### src/rtl/ppu_line_buffer.sv
// Ping-pong scanline buffer: the PPU fills one bank while the VGA stage scans the other.
// Banks exchange at the end of a VGA line whose successor is a visible PPU line.
module ppu_line_buffer #(
    parameter int                LINE_W     = 256,
    parameter int                IDX_W      = 6,
    parameter int                FIRST_LINE = 1,
    parameter int                LAST_LINE  = 240,
    parameter int                H_LAST     = 799,
    parameter logic [IDX_W-1:0]  PAD_IDX    = IDX_W'('h0F)
) (
    input  logic             clk,
    input  logic             reset,
    input  logic             pix_valid,
    input  logic [IDX_W-1:0] pix_idx,
    input  logic             pix_eol,
    output logic             wr_ready,
    output logic             line_req,
    input  logic [9:0]       hc,
    input  logic [9:0]       vc,
    output logic [IDX_W-1:0] palette_disp_idx,
    output logic             overflow,
    output logic             underrun,
    input  logic             clr_err
);

    localparam int            PW       = $clog2(LINE_W);
    localparam logic [PW-1:0] PTR_LAST = PW'(LINE_W - 1);
    localparam logic [9:0]    V_LAST   = 10'd524;
    localparam logic [9:0]    H_END    = 10'(H_LAST);
    localparam logic [9:0]    V_FIRST  = 10'(FIRST_LINE);
    localparam logic [9:0]    V_LASTVIS = 10'(LAST_LINE);
    localparam logic [9:0]    LINE_V   = 10'(LINE_W);

    typedef enum logic [1:0] {W_FILL, W_PAD, W_FULL} wstate_t;

    wstate_t          state, state_nxt;
    logic [PW-1:0]    wr_ptr, wr_ptr_nxt;
    logic             rd_bank, wr_bank, rd_bank_nxt;
    logic             rd_valid, rd_valid_nxt;
    logic             req_pend;
    logic             wr_en;
    logic [IDX_W-1:0] wr_data;
    logic [IDX_W-1:0] rd_data;
    logic             pad_q;
    logic [9:0]       next_vc, nhc;
    logic             swap_pt, swap, rd_pad;

    logic [IDX_W-1:0] mem [0:2*LINE_W-1];

    assign next_vc = (vc == V_LAST) ? 10'd0 : vc + 10'd1;
    assign swap_pt = (hc == H_END) && (next_vc >= V_FIRST) && (next_vc <= V_LASTVIS);
    // Only a bank already full before this edge may be handed to the reader.
    assign swap    = swap_pt && (state == W_FULL);

    assign wr_ready = (state == W_FILL) && !reset;

    always_comb begin
        state_nxt  = state;
        wr_ptr_nxt = wr_ptr;
        wr_en      = 1'b0;
        wr_data    = pix_idx;
        case (state)
            W_FILL: begin
                if (pix_valid) begin
                    wr_en      = 1'b1;
                    wr_ptr_nxt = wr_ptr + 1'b1;
                    if (wr_ptr == PTR_LAST) state_nxt = W_FULL;
                    else if (pix_eol)       state_nxt = W_PAD;
                end
            end
            W_PAD: begin
                wr_en      = 1'b1;
                wr_data    = PAD_IDX;
                wr_ptr_nxt = wr_ptr + 1'b1;
                if (wr_ptr == PTR_LAST) state_nxt = W_FULL;
            end
            W_FULL: begin
                if (swap) begin
                    state_nxt  = W_FILL;
                    wr_ptr_nxt = '0;
                end
            end
            default: state_nxt = W_FILL;
        endcase
    end

    assign rd_bank_nxt  = swap ? wr_bank : rd_bank;
    assign rd_valid_nxt = rd_valid | swap;
    assign nhc          = (hc == H_END) ? 10'd0 : hc + 10'd1;
    assign rd_pad       = !rd_valid_nxt || (nhc >= LINE_V);

    always_ff @(posedge clk or posedge reset) begin
        if (reset) begin
            state    <= W_FILL;
            wr_ptr   <= '0;
            rd_bank  <= 1'b0;
            wr_bank  <= 1'b1;
            rd_valid <= 1'b0;
            req_pend <= 1'b1;
            line_req <= 1'b0;
            pad_q    <= 1'b1;
            overflow <= 1'b0;
            underrun <= 1'b0;
        end else begin
            state    <= state_nxt;
            wr_ptr   <= wr_ptr_nxt;
            rd_bank  <= rd_bank_nxt;
            if (swap) wr_bank <= rd_bank;
            rd_valid <= rd_valid_nxt;
            req_pend <= 1'b0;
            line_req <= req_pend | swap;
            pad_q    <= rd_pad;
            // A new error event outranks a simultaneous clear.
            overflow <= (pix_valid && !wr_ready) | (overflow & ~clr_err);
            underrun <= (swap_pt && state != W_FULL) | (underrun & ~clr_err);
        end
    end

    always_ff @(posedge clk) begin
        if (wr_en && !reset) mem[{wr_bank, wr_ptr}] <= wr_data;
        rd_data <= mem[{rd_bank_nxt, nhc[PW-1:0]}];
    end

    assign palette_disp_idx = pad_q ? PAD_IDX : rd_data;

endmodule

### config.mk
export PLATFORM = sky130hd
export DESIGN_NAME = ppu_line_buffer
export DESIGN_NICKNAME = d
export VERILOG_FILES = /design/src/rtl/ppu_line_buffer.sv
export SDC_FILE = /design/constraint.sdc
export NUM_CORES = 2
export LEC_CHECK = 0
export BUFFER_PORTS_ARGS = -buffer_cell sky130_fd_sc_hd__buf_2
export CORE_MARGIN = 2
export CORE_UTILIZATION = 40
export CTS_CLUSTER_DIAMETER = 200
export CTS_CLUSTER_SIZE = 14
export DETAILED_ROUTE_END_ITERATION = 8
export GPL_ROUTABILITY_DRIVEN = 0
export PLACE_DENSITY = 0.66
export SYNTH_ARGS = -nofsm -noshare
export SYNTH_HDL_FRONTEND = slang
export SYNTH_SLANG_ARGS = --single-unit
### constraint.sdc
create_clock -name clk -period 12.76 [get_ports clk]
set_input_delay 1.276 -clock clk [delete_from_list [all_inputs] [get_ports clk]]
set_output_delay 1.276 -clock clk [all_outputs]
set_load 0.02 [all_outputs]
# Word-level counts from Yosys, hierarchy flattened
# Memory sizes are Yosys's and may differ from the RTL's. A register that Yosys moved wholly into a read port is not among the register bits.
# Index checks and enable logic that the tools add are counted.
[word_totals] memories=1 in_bits=31 mem_bits_rw=3072 latchBits=0 reg_bits=18 rom_bits=0 elab_cells=67 out_inout_bits=10
[classes] order_cmp=3 div_mod_pow=0 n_shift=0 n_eq_ne=10 n_reduce_logical=15 n_mux=18 bitwise=7 add_sub_neg=3 multipliers=0
[memory_table] name="mem" depth=512 width=6 rd=1 rd_ports_with_merged_regs=1 wr=1 line_no="48" source="logic [IDX_W-1:0] mem [0:2*LINE_W-1];"
[op_table] cell="8-bit one-hot mux with 3 select lines" n=1
[op_table] cell="10-bit by 1-bit adder with 10-bit output (second input constant)" n=2
[op_table] cell="10-bit == test (second input constant)" n=2
[op_table] cell="10-bit 2-to-1 mux" n=2
[op_table] cell="8-bit 2-to-1 mux" n=2
[op_table] cell="6-bit 2-to-1 mux" n=2
[op_table] cell="10-bit by 1-bit greater-or-equal comparator with 1-bit output (second input constant)" n=1
[op_table] cell="10-bit by 9-bit greater-or-equal comparator with 1-bit output (second input constant)" n=1
[op_table] cell="10-bit by 8-bit less-or-equal comparator with 1-bit output (second input constant)" n=1
[op_table] cell="2-bit 2-to-1 mux" n=5
[op_table] cell="8-bit by 1-bit adder with 8-bit output (second input constant)" n=1
[op_table] cell="8-bit == test (second input constant)" n=1
[op_table] cell="2-bit != test (second input constant)" n=4
[op_table] cell="1-bit logical AND" n=7
[op_table] cell="2-bit one-hot mux with 3 select lines" n=1
[op_table] cell="1-bit 2-to-1 mux" n=4
[op_table] cell="1-bit bitwise OR" n=4
[op_table] cell="4-bit AND reduction" n=1
[op_table] cell="1-bit logical NOT" n=3
[op_table] cell="3-bit by 2-bit != test with 1-bit output (second input constant)" n=1
[op_table] cell="3-bit AND reduction" n=1
[op_table] cell="3-bit nonzero test" n=1
[op_table] cell="1-bit AND" n=2
[op_table] cell="2-bit by 1-bit == test with 1-bit output (second input constant)" n=1
[op_table] cell="other kinds (5)" n=5

# Depth between registers and ports, before layout
[logic_depth] ltp_word=9 mapped_depth=15 ltp_nobuf=12

# Worst setup path before layout
# Ideal clock, no wire load.
[synth_timing] kind="input to register" start="in pix_idx[0]" end="mem mem[0][0], data pin" arrival_ns=8.066 required_ns=11.153 setup_time_ns=1.607 slack_ns=3.087 path_buffers=0 path_stages=1 cell_sequence="nand2b_1"
[synth_between] elab_chain_cells=1
[synth_lines] item="start, declared" line_no="14" source="input logic [IDX_W-1:0] pix_idx,"
[synth_lines] item="6-bit 2-to-1 mux" line_no="62" source="case (state)"
[synth_lines] item="end, declared" line_no="48"
# Every way passes these cells.

# Worst setup path in the final report
[layout_timing] start="in hc[0]" end="reg rd_data[4] (read register of mem)"
[layout_between] elab_chain_cells=5
[layout_lines] item="start, declared" line_no="18" source="input logic [9:0] hc,"
[layout_lines] item="parallel branches: the longest is 5 deep, another holds 10-bit by 1-bit adder with 10-bit output"
[layout_lines] item="end, declared" line_no="43" source="logic [IDX_W-1:0] rd_data;"
# Parallel ways; which one is timed is not known.
# A chain may end at the register's enable or synchronous reset.

==> results.yml <==
floorplanning:
  die_h_um: 560.3
  fp.coreArea_mm2: 0.3083
  initial_utilization_pct: 40.14
  die_area_mm2: 0.3139
  boundaryPins: 41
  die_w_um: 560.3
  rows: 204
route:
  wl_mm: 417.1
  drtAntennaViolNets: 0
  drt_iter0_drc: 15388
  first_pass_iters: 6
  via_count: 78966
  viasPerCell: 6.557
  wl_per_cell_um: 34.64
  drc: 0
critical_path:
  r2r_slack_ps: 7990
  r2r_cells: 7
  criticalPathCategory: "in2reg"
  required_ps: 13560
  worstSetupStartpointType: "input pin"
  end_kind: "flop"
  arrival_ps: 7690
  path_max_fanout: 42
global_routing:
  antenna_found_initial: 43
  grt_pass1_wl_mm: 580.3
  grt_pass1_vias: 74085
  grt_max_degree: 215
  grt_usage_pct: 25.81
  overflow: 0
min_path:
  hold_depth: 1
  hold_class: "reg2reg"
power_and_ir_drop:
  p_sw_mw: 5.641
  internal_power_mw: 15.69
  swShare_pct: 26.44
  power_frac_seq_pct: 55.5
  combPwrFrac_pct: 12.4
  p_total_mw: 21.33
  p_leak_nw: 41.18
  vdd.ir_drop.worst_mv: 0.1625
  p_per_area_mw_per_mm2: 157.7
  pwr-share-clk_pct: 32.2
synth:
  synth_area_leaders: "edfxtp_1 75%, mux4_2 4.0%, nand2_1 2.3%, nor2_1 2.2%, mux2i_1 1.8%"
  synth_top_area_share_pct: 74.53
  synth_area_leader_cell: "edfxtp_1"
  synth_edf_count: 3072
  synth_compound_area_share_pct: 8.725
  yosys-top-cells-count: "3072 x edfxtp_1, 767 x nand2_1, 714 x nor2_1, 324 x clkbuf_1, 304 x a21oi_1"
  synth_top_family_by_area: "compound AO/OA/AOI/OAI gates"
  synthSimpleGateAreaFrac_pct: 7.568
  synth_warnings: 0
  async_flop_share_pct: 0.5814
  ys_types: 94
  seq_area_frac_synth_pct: 74.99
  synthFlopType: "edfxtp_1"
  synth_mux_area_share_pct: 6.179
  ys_seq_elements: 3096
  synth_nets: 7982
  syn_area_mm2: 0.1238
  synth-xor-area-share_pct: 0.1334
  syn_inst: 7944
  syn_avg_cell_area_um2: 15.58
  synth_fa_ha_area_share_pct: 0.07076
  yosysMostFrequentCell: "edfxtp_1"
cells_and_area:
  layout.nets: 7865
  fin_cells: 12043
  synthToLayoutAreaGrowth_pct: 9.312
  drive_gt1_share_pct: 11.00
timing:
  hold_violations: 0
  clock-skew-final_ps: 58.66
  relSlewSlack_pct: 4.883
  period_needed_ps: 6884
  worst_slack_ps: 5876
  tightest_slew_ps: 1417
  rsz0062_at_grt: "no"
  fin_crit_sh_pct: 53.95
  whs_ps: 490.6
  finalSetupViolCount: 0
  maxSlewViolCount: 0
  fin_tns_setup_ps: 0
  fmax_mhz: 145.3
clock_network:
  clk_latency_ps: 900
  cts_setup_buffers: 0
  cts_made_buffers: 239
  root_buffer: "clkbuf_16"
  clk_pin_slew_ps: 70
  cts_max_level: 4
  clk_path_buf_depth: 3
  clock_sinks: 3096
  cts_tree: "built"
  ctsHoldBuffers: 0
  post_cts_resized: 0
placed_design:
  placed_cells: 11705
  dp_hpwl_mm: 245.7
  dp_slack_ps: 5407
  io_buffers: 40
run:
  cap_violations: 0
status:
  status: "finished clean"
flip-flops by register name (all words and copies together) (netlist names), 2 cells and up, named ones only:
| signal | cells |
|---|---|
| mem | 3072 |
| state | 2 |
| rd_data | 6 |
| wr_ptr | 8 |
cells in the final DEF (no fill, tap or decap), types with 77 or more instances in the layout:
cell       count
a21oi_1      301
nand3_1      160
or3_1         77
mux4_2       218
edfxtp_1    3072
o22ai_1      121
o21ai_0      261
nor3_1       160
o221ai_1     193
nand2_1      745
mux2i_1      225
buf_4        191
clkbuf_16    243
o211ai_1     127
a31oi_1       99
nor2_1       704
metal layers:
metal / share of wire [%] / GRT usage, % / vias up
met5: 0.090 / 0.3163 / -
met4: 6.6 / 14.71 / 40
met3: 15 / 7.732 / 1246
met2: 43 / 37.39 / 6720
met1: 35 / 34.56 / 39947
li1: - / - / 31013
area by class of cell:
cell class / count / area, µm²
repair buffers: 252 / 2049
clock inverters: 9 / 171.4
well taps: 4120 / 5155
inverters: 21 / 86.33
clock buffers: 304 / 6310
diodes: 24 / 60.06
flip-flops and latches: 3096 / 92820
fillers: 26824 / 173000
multi-input cells: 4217 / 28640
logic make-up after synthesis:
| kind of cell | Yosys count |
|---|---|
| flip-flops | 3096 |
| AO/OA/AOI/OAI | 1564 |
| other | 1 |
| multiplexers | 486 |
| adder cells (fa/ha/maj) | 7 |
| XOR/XNOR | 18 |
| AND/OR/NAND/NOR | 2141 |
| buffers and inverters | 631 |
metrics by stage:
stage / area, µm² / utilization (%)
after CTS: 135200 / 43.86
after floorplan: 123800 / -
after detailed placement: 128800 / 41.76
final: 135300 / 43.88
after global routing: 135300 / 43.87
after global placement: 128800 / 41.76
critical path, cell delays in order:
cell	delay (ps)
buf_8	320
ha_4	450
clkinv_1	970
a31oi_4	500
buf_4	560
nand2_4	610
buf_4	540
o22ai_1	240
nor4_1	90
nor4_1	970
o21ai_0	470
a41oi_1	340
path summary, 6_finish.rpt:
| check | end | startpoint |
|---|---|---|
| worst max-delay path | rd_data[4] | hc[0] |
| worst min-delay path | rd_valid | rd_valid |
| worst max register to register | mem[186][4] | state[0] |
| worst min register to register | rd_valid | rd_valid |
| max in group asynchronous | wr_ptr[5] | reset |
| min in group asynchronous | asynchronous set/reset pin | reset |
power groups by stage:
stage / registers [mW] / clock network, mW / logic (mW)
CTS: 11.8 / 6.86 / 2.53
global route: 11.8 / 7.22 / 2.66
detailed placement: 12.0 / 0 / 2.53
finish: 11.8 / 6.86 / 2.64
global placement: 12.0 / 0 / 2.47
floorplan: 12.5 / 0 / 1.21
Note: power is estimated with default switching activity, not from simulation.
